## config.mk

```make
export PLATFORM = sky130hd
export DESIGN_NAME = i2c_reg_poller
export DESIGN_NICKNAME = d
export VERILOG_FILES = /design/src/rtl/i2c_reg_poller.sv
export SDC_FILE = /design/constraint.sdc
export NUM_CORES = 1
export LEC_CHECK = 0
export ABC_AREA = 0
export CORE_MARGIN = 1
export CORE_UTILIZATION = 30
export CTS_CLUSTER_SIZE = 40
export DETAILED_ROUTE_END_ITERATION = 6
export DONT_BUFFER_PORTS = 1
export PLACE_DENSITY = 0.54
export SLEW_MARGIN = 15
export SYNTH_ARGS = -nofsm -noshare
export SYNTH_HDL_FRONTEND = slang
export SYNTH_SLANG_ARGS = --single-unit
```

## constraint.sdc

```tcl
create_clock -name clk_in -period 4.6 [get_ports clk_in]
set_input_delay 0.23 -clock clk_in [delete_from_list [all_inputs] [get_ports clk_in]]
set_output_delay 0.23 -clock clk_in [all_outputs]
set_load 0.05 [all_outputs]
```

## src/rtl/i2c_reg_poller.sv

```systemverilog
// Periodic I2C register sweeper: for each entry, writes the register pointer, then reads one byte
// back into a small register file that a synchronous read port exposes.
module i2c_reg_poller #(
  parameter logic [6:0] DEVICE_ADDR = 7'h6B,
  parameter logic [7:0] FIRST_REG   = 8'h08,
  parameter int         NUM_REGS    = 4,
  parameter int         POLL_PERIOD = 4800000,
  parameter int         TIMEOUT     = 480000,
  localparam int        IW          = (NUM_REGS > 1) ? $clog2(NUM_REGS) : 1
) (
  input  logic          clk_in,
  input  logic          reset,
  input  logic          enable,
  output logic [7:0]    address,
  output logic          transfer_start,
  output logic          transfer_continues,
  output logic [7:0]    data_tx,
  input  logic          transfer_ready,
  input  logic          interrupt,
  input  logic          transaction_complete,
  input  logic          nack,
  input  logic [7:0]    data_rx,
  input  logic [IW-1:0] rd_index,
  output logic [7:0]    rd_data,
  output logic          rd_valid,
  output logic          busy,
  output logic          sweep_done,
  output logic [7:0]    err_count
);

  localparam int PW = $clog2(POLL_PERIOD + 1);
  localparam int TW = $clog2(TIMEOUT + 1);

  typedef enum logic [2:0] {
    S_IDLE, S_WAIT_READY, S_START_RD, S_WAIT_WR, S_WAIT_RD, S_NEXT
  } state_t;

  state_t          state_q, state_d;
  logic [IW-1:0]   idx_q, idx_d;
  logic [PW-1:0]   per_q, per_d;
  logic [TW-1:0]   tmo_q, tmo_d;
  logic [7:0]      err_q, err_d;
  logic            mode_q;
  logic [7:0]      tx_q;
  logic [7:0]      data_q [NUM_REGS];
  logic [NUM_REGS-1:0] valid_q;
  logic [7:0]      rd_data_q, rd_data_d;
  logic            rd_valid_q, rd_valid_d;

  logic            start, start_rd, wr_en, wr_ok, err_inc, done_ev, tmo_hit;
  logic [7:0]      ptr;

  function automatic logic [7:0] sat_inc8(input logic [7:0] v);
    return (v == 8'hFF) ? v : v + 8'd1;
  endfunction

  assign done_ev = interrupt && transaction_complete;
  assign tmo_hit = (tmo_q == TW'(TIMEOUT - 1));
  assign ptr     = FIRST_REG + {{(8-IW){1'b0}}, idx_q};

  // Start-cycle values appear combinationally and are then held until the next start.
  assign transfer_start     = start;
  assign transfer_continues = 1'b0;
  assign address            = {DEVICE_ADDR, start ? start_rd : mode_q};
  assign data_tx            = start ? ptr : tx_q;
  assign busy               = (state_q != S_IDLE);
  assign err_count          = err_q;
  assign rd_data            = rd_data_q;
  assign rd_valid           = rd_valid_q;

  always_comb begin
    state_d    = state_q;
    idx_d      = idx_q;
    per_d      = per_q;
    tmo_d      = tmo_q;
    start      = 1'b0;
    start_rd   = 1'b0;
    wr_en      = 1'b0;
    wr_ok      = 1'b0;
    err_inc    = 1'b0;
    sweep_done = 1'b0;
    case (state_q)
      S_IDLE: begin
        if (per_q != PW'(POLL_PERIOD)) per_d = per_q + 1'b1;
        // >= rather than == so a sweep can still start if enable rises after saturation
        if (enable && per_q >= PW'(POLL_PERIOD - 1)) begin
          idx_d   = '0;
          state_d = S_WAIT_READY;
        end
      end
      S_WAIT_READY: begin
        if (transfer_ready) begin
          start   = 1'b1;
          tmo_d   = '0;
          state_d = S_WAIT_WR;
        end
      end
      S_START_RD: begin
        start    = 1'b1;
        start_rd = 1'b1;
        tmo_d    = '0;
        state_d  = S_WAIT_RD;
      end
      S_WAIT_WR: begin
        if (done_ev) begin
          if (nack) begin
            wr_en   = 1'b1;
            err_inc = 1'b1;
            state_d = S_NEXT;
          end else begin
            state_d = S_START_RD;
          end
        end else if (tmo_hit) begin
          wr_en   = 1'b1;
          err_inc = 1'b1;
          state_d = S_NEXT;
        end else begin
          tmo_d = tmo_q + 1'b1;
        end
      end
      S_WAIT_RD: begin
        if (done_ev) begin
          wr_en   = 1'b1;
          wr_ok   = !nack;
          err_inc = nack;
          state_d = S_NEXT;
        end else if (tmo_hit) begin
          wr_en   = 1'b1;
          err_inc = 1'b1;
          state_d = S_NEXT;
        end else begin
          tmo_d = tmo_q + 1'b1;
        end
      end
      S_NEXT: begin
        if (idx_q == IW'(NUM_REGS - 1)) begin
          sweep_done = 1'b1;
          per_d      = '0;
          state_d    = S_IDLE;
        end else begin
          idx_d   = idx_q + 1'b1;
          state_d = S_WAIT_READY;
        end
      end
      default: state_d = S_IDLE;
    endcase
    err_d = err_inc ? sat_inc8(err_q) : err_q;
  end

  always_ff @(posedge clk_in or posedge reset) begin
    if (reset) begin
      state_q <= S_IDLE;
      idx_q   <= '0;
      per_q   <= '0;
      tmo_q   <= '0;
      err_q   <= '0;
      mode_q  <= 1'b0;
      tx_q    <= '0;
    end else begin
      state_q <= state_d;
      idx_q   <= idx_d;
      per_q   <= per_d;
      tmo_q   <= tmo_d;
      err_q   <= err_d;
      if (start) begin
        mode_q <= start_rd;
        tx_q   <= ptr;
      end
    end
  end

  // Read port is write-first: an entry updated this cycle is returned with its new contents.
  always_comb begin
    rd_data_d  = '0;
    rd_valid_d = 1'b0;
    if (int'(rd_index) < NUM_REGS) begin
      if (wr_en && rd_index == idx_q) begin
        rd_valid_d = wr_ok;
        rd_data_d  = wr_ok ? data_rx : data_q[rd_index];
      end else begin
        rd_valid_d = valid_q[rd_index];
        rd_data_d  = data_q[rd_index];
      end
    end
  end

  always_ff @(posedge clk_in or posedge reset) begin
    if (reset) begin
      for (int i = 0; i < NUM_REGS; i++) data_q[i] <= '0;
      valid_q    <= '0;
      rd_data_q  <= '0;
      rd_valid_q <= 1'b0;
    end else begin
      if (wr_en) begin
        valid_q[idx_q] <= wr_ok;
        if (wr_ok) data_q[idx_q] <= data_rx;
      end
      rd_data_q  <= rd_data_d;
      rd_valid_q <= rd_valid_d;
    end
  end

endmodule

```

# Word-level counts from Yosys, hierarchy flattened
# Cells that the tools add are included.
[classes] order_cmp=7 eq_ne=17 addsub=5 n_mux=48 n_reduce_logical=17 n_bitwise=3
[op_table] op="$mux W19" n=3
[op_table] op="$pmux W19 S3" n=1
[op_table] op="$mux W8" n=6
[op_table] op="$mux W23" n=2
[op_table] op="$pmux W23 S2" n=1
[op_table] op="$bwmux W32" n=1
[op_table] op="$add A23 B1 Y23 const B" n=1
[op_table] op="$ge A23 B23 Y1 const B" n=1
[op_table] op="$ne A23 B23 Y1 const B" n=1
[op_table] op="$add A19 B1 Y19 const B" n=1
[op_table] op="$eq A19 B19 Y1 const B" n=1
[op_table] op="$mux W3" n=6
[op_table] op="$pmux W3 S6" n=1
[op_table] op="$bmux W8 S2" n=1
[op_table] op="$demux W8 S2" n=1
[op_table] op="$mux W1" n=16
[op_table] op="$ne A2 B2 Y1 const B" n=7
[op_table] op="$add A8 B1 Y8 const B" n=1
[op_table] op="$eq A8 B8 Y1 const B" n=1
[op_table] op="$eq A3 B2 Y1 const B" n=2
[op_table] op="$eq A3 B3 Y1 const B" n=2
[op_table] op="$ge A3 B3 Y1 const B" n=2
[op_table] op="$lt A2 B3 Y1 const B" n=2
[op_table] op="$not A2 Y3" n=2
[op_table] op="23 further kinds" n=34
[totals] ff_bits=109 output_inout_bits=37 wordCells=111

# Logic depth before layout (Yosys ltp)
[depth] word_depth=6 mapped_depth=8

# Worst setup path after synthesis
# No wires, ideal clock.
[synth_path] path_type="register to register" startpoint="register state_q[1]" endpoint="register tx_q[0]" period_less_slack_ns=2.628 path_buffers=1 t_arrival_ns=2.380 setup_time_ns=0.248 stages_incl_launch_ff=5 slack_ns=1.972 path_cell_list="dfrtp_1 -> nor4bb_1 -> nor2_1 -> clkbuf_1 -> o21ai_0"
[synth_via] elab_chain_cells=3 word_cells_on_any_way=4
[synth_rtl] element="from (decl)" line_no="38" source="state_t state_q, state_d;"
[synth_rtl] element="from (signal assigned)" line_no="160" source="state_q <= state_d;"
[synth_rtl] element="$eq A3 B2 Y1 / $eq A3 B1 Y1 (equally long branches)" line_no="82" source="case (state_q)"
[synth_rtl] element="$pmux W1 S2 (*)" line_no="82"
[synth_rtl] element="$mux W8 (*)"
[synth_rtl] element="named net data_tx[0]" line_no="17" source="output logic [7:0] data_tx,"
[synth_rtl] element="to (signal assigned)" line_no="167" source="tx_q <= ptr;"
[synth_rtl] element="to (decl)" line_no="44" source="logic [7:0] tx_q;"
# Mark *: on every way through the listed nets, which the timed path passes. The rest lies on a longest branch.
# A chain may end at the register's enable or synchronous reset.

# Worst setup path in the final report
[layout_path] startpoint="register state_q[1]" endpoint="register tmo_q[7]"
[layout_via] elab_chain_cells=4 word_cells_on_any_way=11
[layout_rtl] element="$eq A3 B3 Y1 / $eq A3 B2 Y1 (equally long branches)" line_no="82"
[layout_rtl] element="$reduce_or A2 Y1 (no line)"
[layout_rtl] element="$ne A2 B2 Y1 (no line) / $reduce_bool A3 Y1 (equally long branches)"
[layout_rtl] element="$reduce_and A4 Y1 (no line)"
[layout_rtl] element="to (signal assigned)" line_no="163" source="tmo_q <= tmo_d;"
[layout_rtl] element="to (decl)" line_no="41" source="logic [TW-1:0] tmo_q, tmo_d;"
# Parallel ways exist; a longest one is shown, timed or not.

==> flow_metrics.tcl <==
set metrics [dict create \
    port_buffers 0 \
    violated_checks "DRC" \
    globalRoute.totalOverflow 0 \
    finalMaxSlewViolations 0 \
    timing.fmax_mhz 340.7 \
    startpoint_type "flip-flop" \
    place.gp.congestion 0.8134 \
    crit-reg2reg-launch "state_q[1]" \
    fp.coreArea_um2 18150 \
    grt_use_total_pct 13.62 \
    antenna_found_initial 0 \
    drt_drc_violations_left 10 \
    n_antenna_cell 0 \
    p_leak_nw 2.774 \
    max-clock-path-buffers 2 \
    initial_core_util_pct 30.94 \
    dp_cells 730 \
    dieArea_um2 19270 \
    async_flop_share_pct 100.0 \
    arrival_ps 3210 \
    drt_pre_antenna_iters 7 \
    rsz0062_at_grt "false" \
    clkLatencyLatePin_ps 360 \
    numCtsBuffers 9 \
    grt_first_pass_wirelength_um 20730 \
    min_period_ps 2935 \
    ys_warn_count 0 \
    cts.root.buffer_cell "clkbuf_16" \
    flow.area_growth_from_synthesis_pct 9.516 \
    timing.critical_path.to_type "flip-flop" \
    critical_path.most_common_cell "buf_4" \
    worstHoldStart "data_rx[4]" \
    maximum_number_of_pins_on_one_net_before_global_route_repair 67 \
    timing_worst_setup_path_type "flip-flop to flip-flop" \
    core.rowCount 49 \
    drt_wl_total_um 12330 \
    sum_neg_setup_slack_ps 0 \
    netlist_area_um2 5614 \
    clock_sinks 109 \
    timing.reg2reg.setup_slack_ps 1670 \
    finClkSkew_ps 8.154 \
    critical_path.max_fanout 17 \
    drt-initial-drc-count 267 \
    timing.max_slew.rel_slack_pct 24.29 \
    drive_gt1_share_pct 16.28 \
    first_global_vias 3947 \
    htreeDepth 3 \
    postSynth.topFlopCell "dfrtp_1" \
    min_period_over_period_pct 63.80 \
    synth_seq_area_share_pct 48.58 \
    setup_violations 0 \
    avgViaCountPerCell 5.297 \
    worst_slew_pin_slew_ps 1134 \
    post_synth_num_cell_types 66 \
    floorplan.die.height_um 138.8 \
    finalHoldViolCount 0 \
    ff2ff_path_depth 8 \
    required_ps 4880 \
    post-dp-hpwl_um 8473 \
    power.density_nw_per_um2 433.0 \
    hold_path_class "input pin to flip-flop" \
    die_w_um 138.8 \
    cp_slowest_stage_delay_ps 590 \
    min_to "data_q[28]" \
    worst_path_max_delay_cell "nor4bb_1" \
    clk_transition_reported_paths_ps 80 \
    synth_edf_count 0 \
    post_cts_resize_count 0 \
    antenna_violating_nets_post_route 0 \
    ys_seq_elements 109 \
    status "complete, but fails checks" \
    hold_path_depth 1 \
    netlist_instances 514 \
    tritoncts_clock_tree "yes" \
    syn_area_per_cell_um2 10.92 \
    vdd_ir_drop_max_mv 0.2045 \
    via_count 3978 \
    num-nets-final 542 \
    filler_free_cell_count_of_the_finished_design 751 \
    worstPathCellList "nor4bb_1, nor2_1, buf_4, clkinv_1, buf_4, o22ai_2, or4_1, a21oi_1" \
    detail_route.wl_per_cell_um 16.42 \
    timing.max_cap.violations 0 \
    io_pins 54 \
    regToRegEndpoint "tmo_q[7]" \
]
-- power by group --
group	switching, mW	leakage [nW]	total (mW)	internal [mW]
Sequential	0.189	1.48	1.24	1.05
Clock	0.371	0.135	0.749	0.378
Combinational	0.472	1.16	0.673	0.201
-- worst max-delay path by stage --
stage / start / endpoint / slack, ps / depth (start not counted)
after floorplan: reset / data_q[0] / 1500 / 1
after global placement: state_q[1] / tmo_q[7] / 1860 / 8
after detailed placement: state_q[1] / tmo_q[5] / 1700 / 8
after CTS: state_q[1] / data_tx[0] / 1660 / 4
after global routing: state_q[1] / tmo_q[7] / 1430 / 8
final: state_q[1] / tmo_q[7] / 1670 / 8
-- flip-flops by register name (all words and copies together), names as in the netlist --
register	count
data_q	32
state_q	3
tx_q	8
per_q	23
tmo_q	19
err_count	8
valid_q	4
rd_valid	1
rd_data	8
idx_q	2
mode_q	1
-- cell usage after synthesis (all sizes together), types with 2 or more instances --
cell / number / area [µm²]
xor2: 17 / 148.9
conb: 2 / 7.510
nor3: 11 / 65.06
buf: 14 / 100.1
nor3b: 4 / 30.03
nand4: 12 / 75.07
and2: 3 / 18.77
o2111ai: 5 / 43.79
mux4: 9 / 202.7
nor2b: 3 / 18.77
nor4: 5 / 46.29
a21oi: 20 / 100.1
nand2b: 3 / 18.77
a2bb2oi: 2 / 17.52
o21a: 2 / 15.01
a2111oi: 3 / 26.28
or2: 3 / 18.77
inv: 15 / 56.30
xnor2: 7 / 61.31
nand2: 49 / 183.9
o211ai: 11 / 82.58
o31ai: 8 / 60.06
nor2: 30 / 112.6
mux2: 41 / 461.7
o21ai: 22 / 125.1
a211o: 2 / 17.52
or3: 12 / 75.07
a21o: 3 / 22.52
or3b: 3 / 26.28
or4: 17 / 131.4
ha: 8 / 100.1
clkbuf: 8 / 30.03
nand4b: 3 / 26.28
a211oi: 4 / 42.54
and4: 2 / 17.52
nand3: 18 / 90.09
and3: 9 / 56.30
dfrtp: 109 / 2728
-- placed cells by master (no fill, tap or decap), types with 14 or more instances in the layout --
master   Yosys  routed
a21oi_1     20      20
dfrtp_1    109     109
inv_1       15      14
mux2_2      41      41
nand2_1     49      49
nand3_1     18      18
nor2_1      30      30
o21ai_0     18      16
or4_1       16      16
xor2_1      17      17
-- critical path: cells and delay by family, from the launching register on --
family | cells | cell delay [ps]
simple gates | 3 | 1210
buf+inv | 3 | 680
flops | 1 | 570
compound gates | 2 | 390
-- cell families after synthesis --
family,count (synthesis),share of synthesized area [%]
other cells,2,0.1338
flops,109,48.58
xor+xnor,24,3.744
mux,51,12.01
simple gates,192,18.92
fa+ha+maj,8,1.783
compound gates,90,11.43
buf+inv,38,3.388
-- area by class of cell --
class                   instances  area [µm²]
clock buffers                  10       229.0
clock inverters                 6       51.30
fillers                      1832       12000
inverters                      16       62.56
multi-input cells             373        2719
flip-flops and latches        109        2728
well taps                     229       286.5
repair buffers                  8       72.57
-- timing repair --
action / 4_1_cts / 5_1_grt
hold buffers: 1 / 4
buffers inserted: 0 / 0
hold endpoints to repair: 65 / 4
-- metal layers --
metal  global-route usage (%)  vias up  wire (µm)
li1                         -     1889          -
met1                    17.51     1996       5582
met2                    22.41       79       6064
met3                    3.419       14        546
met4                    4.444        0        142
met5                        0        -          0
-- metrics by stage --
stage | area (µm²) | hold WS, ps | setup WS, ps | power [mW] | utilization [%]
2_1_floorplan | 5637 | 380.6 | 1496 | 1.800 | -
3_3_place_gp | 5818 | 327.8 | 1859 | 1.915 | 32.06
3_5_place_dp | 5818 | 328.7 | 1704 | 1.934 | 32.06
4_1_cts | 6108 | 0.7312 | 1661 | 2.704 | 33.66
5_1_grt | 6148 | 1.999 | 1435 | 2.827 | 33.88
6_report | 6148 | 17.87 | 1665 | 2.662 | 33.88
No activity file was read; power rests on OpenSTA's default activity.
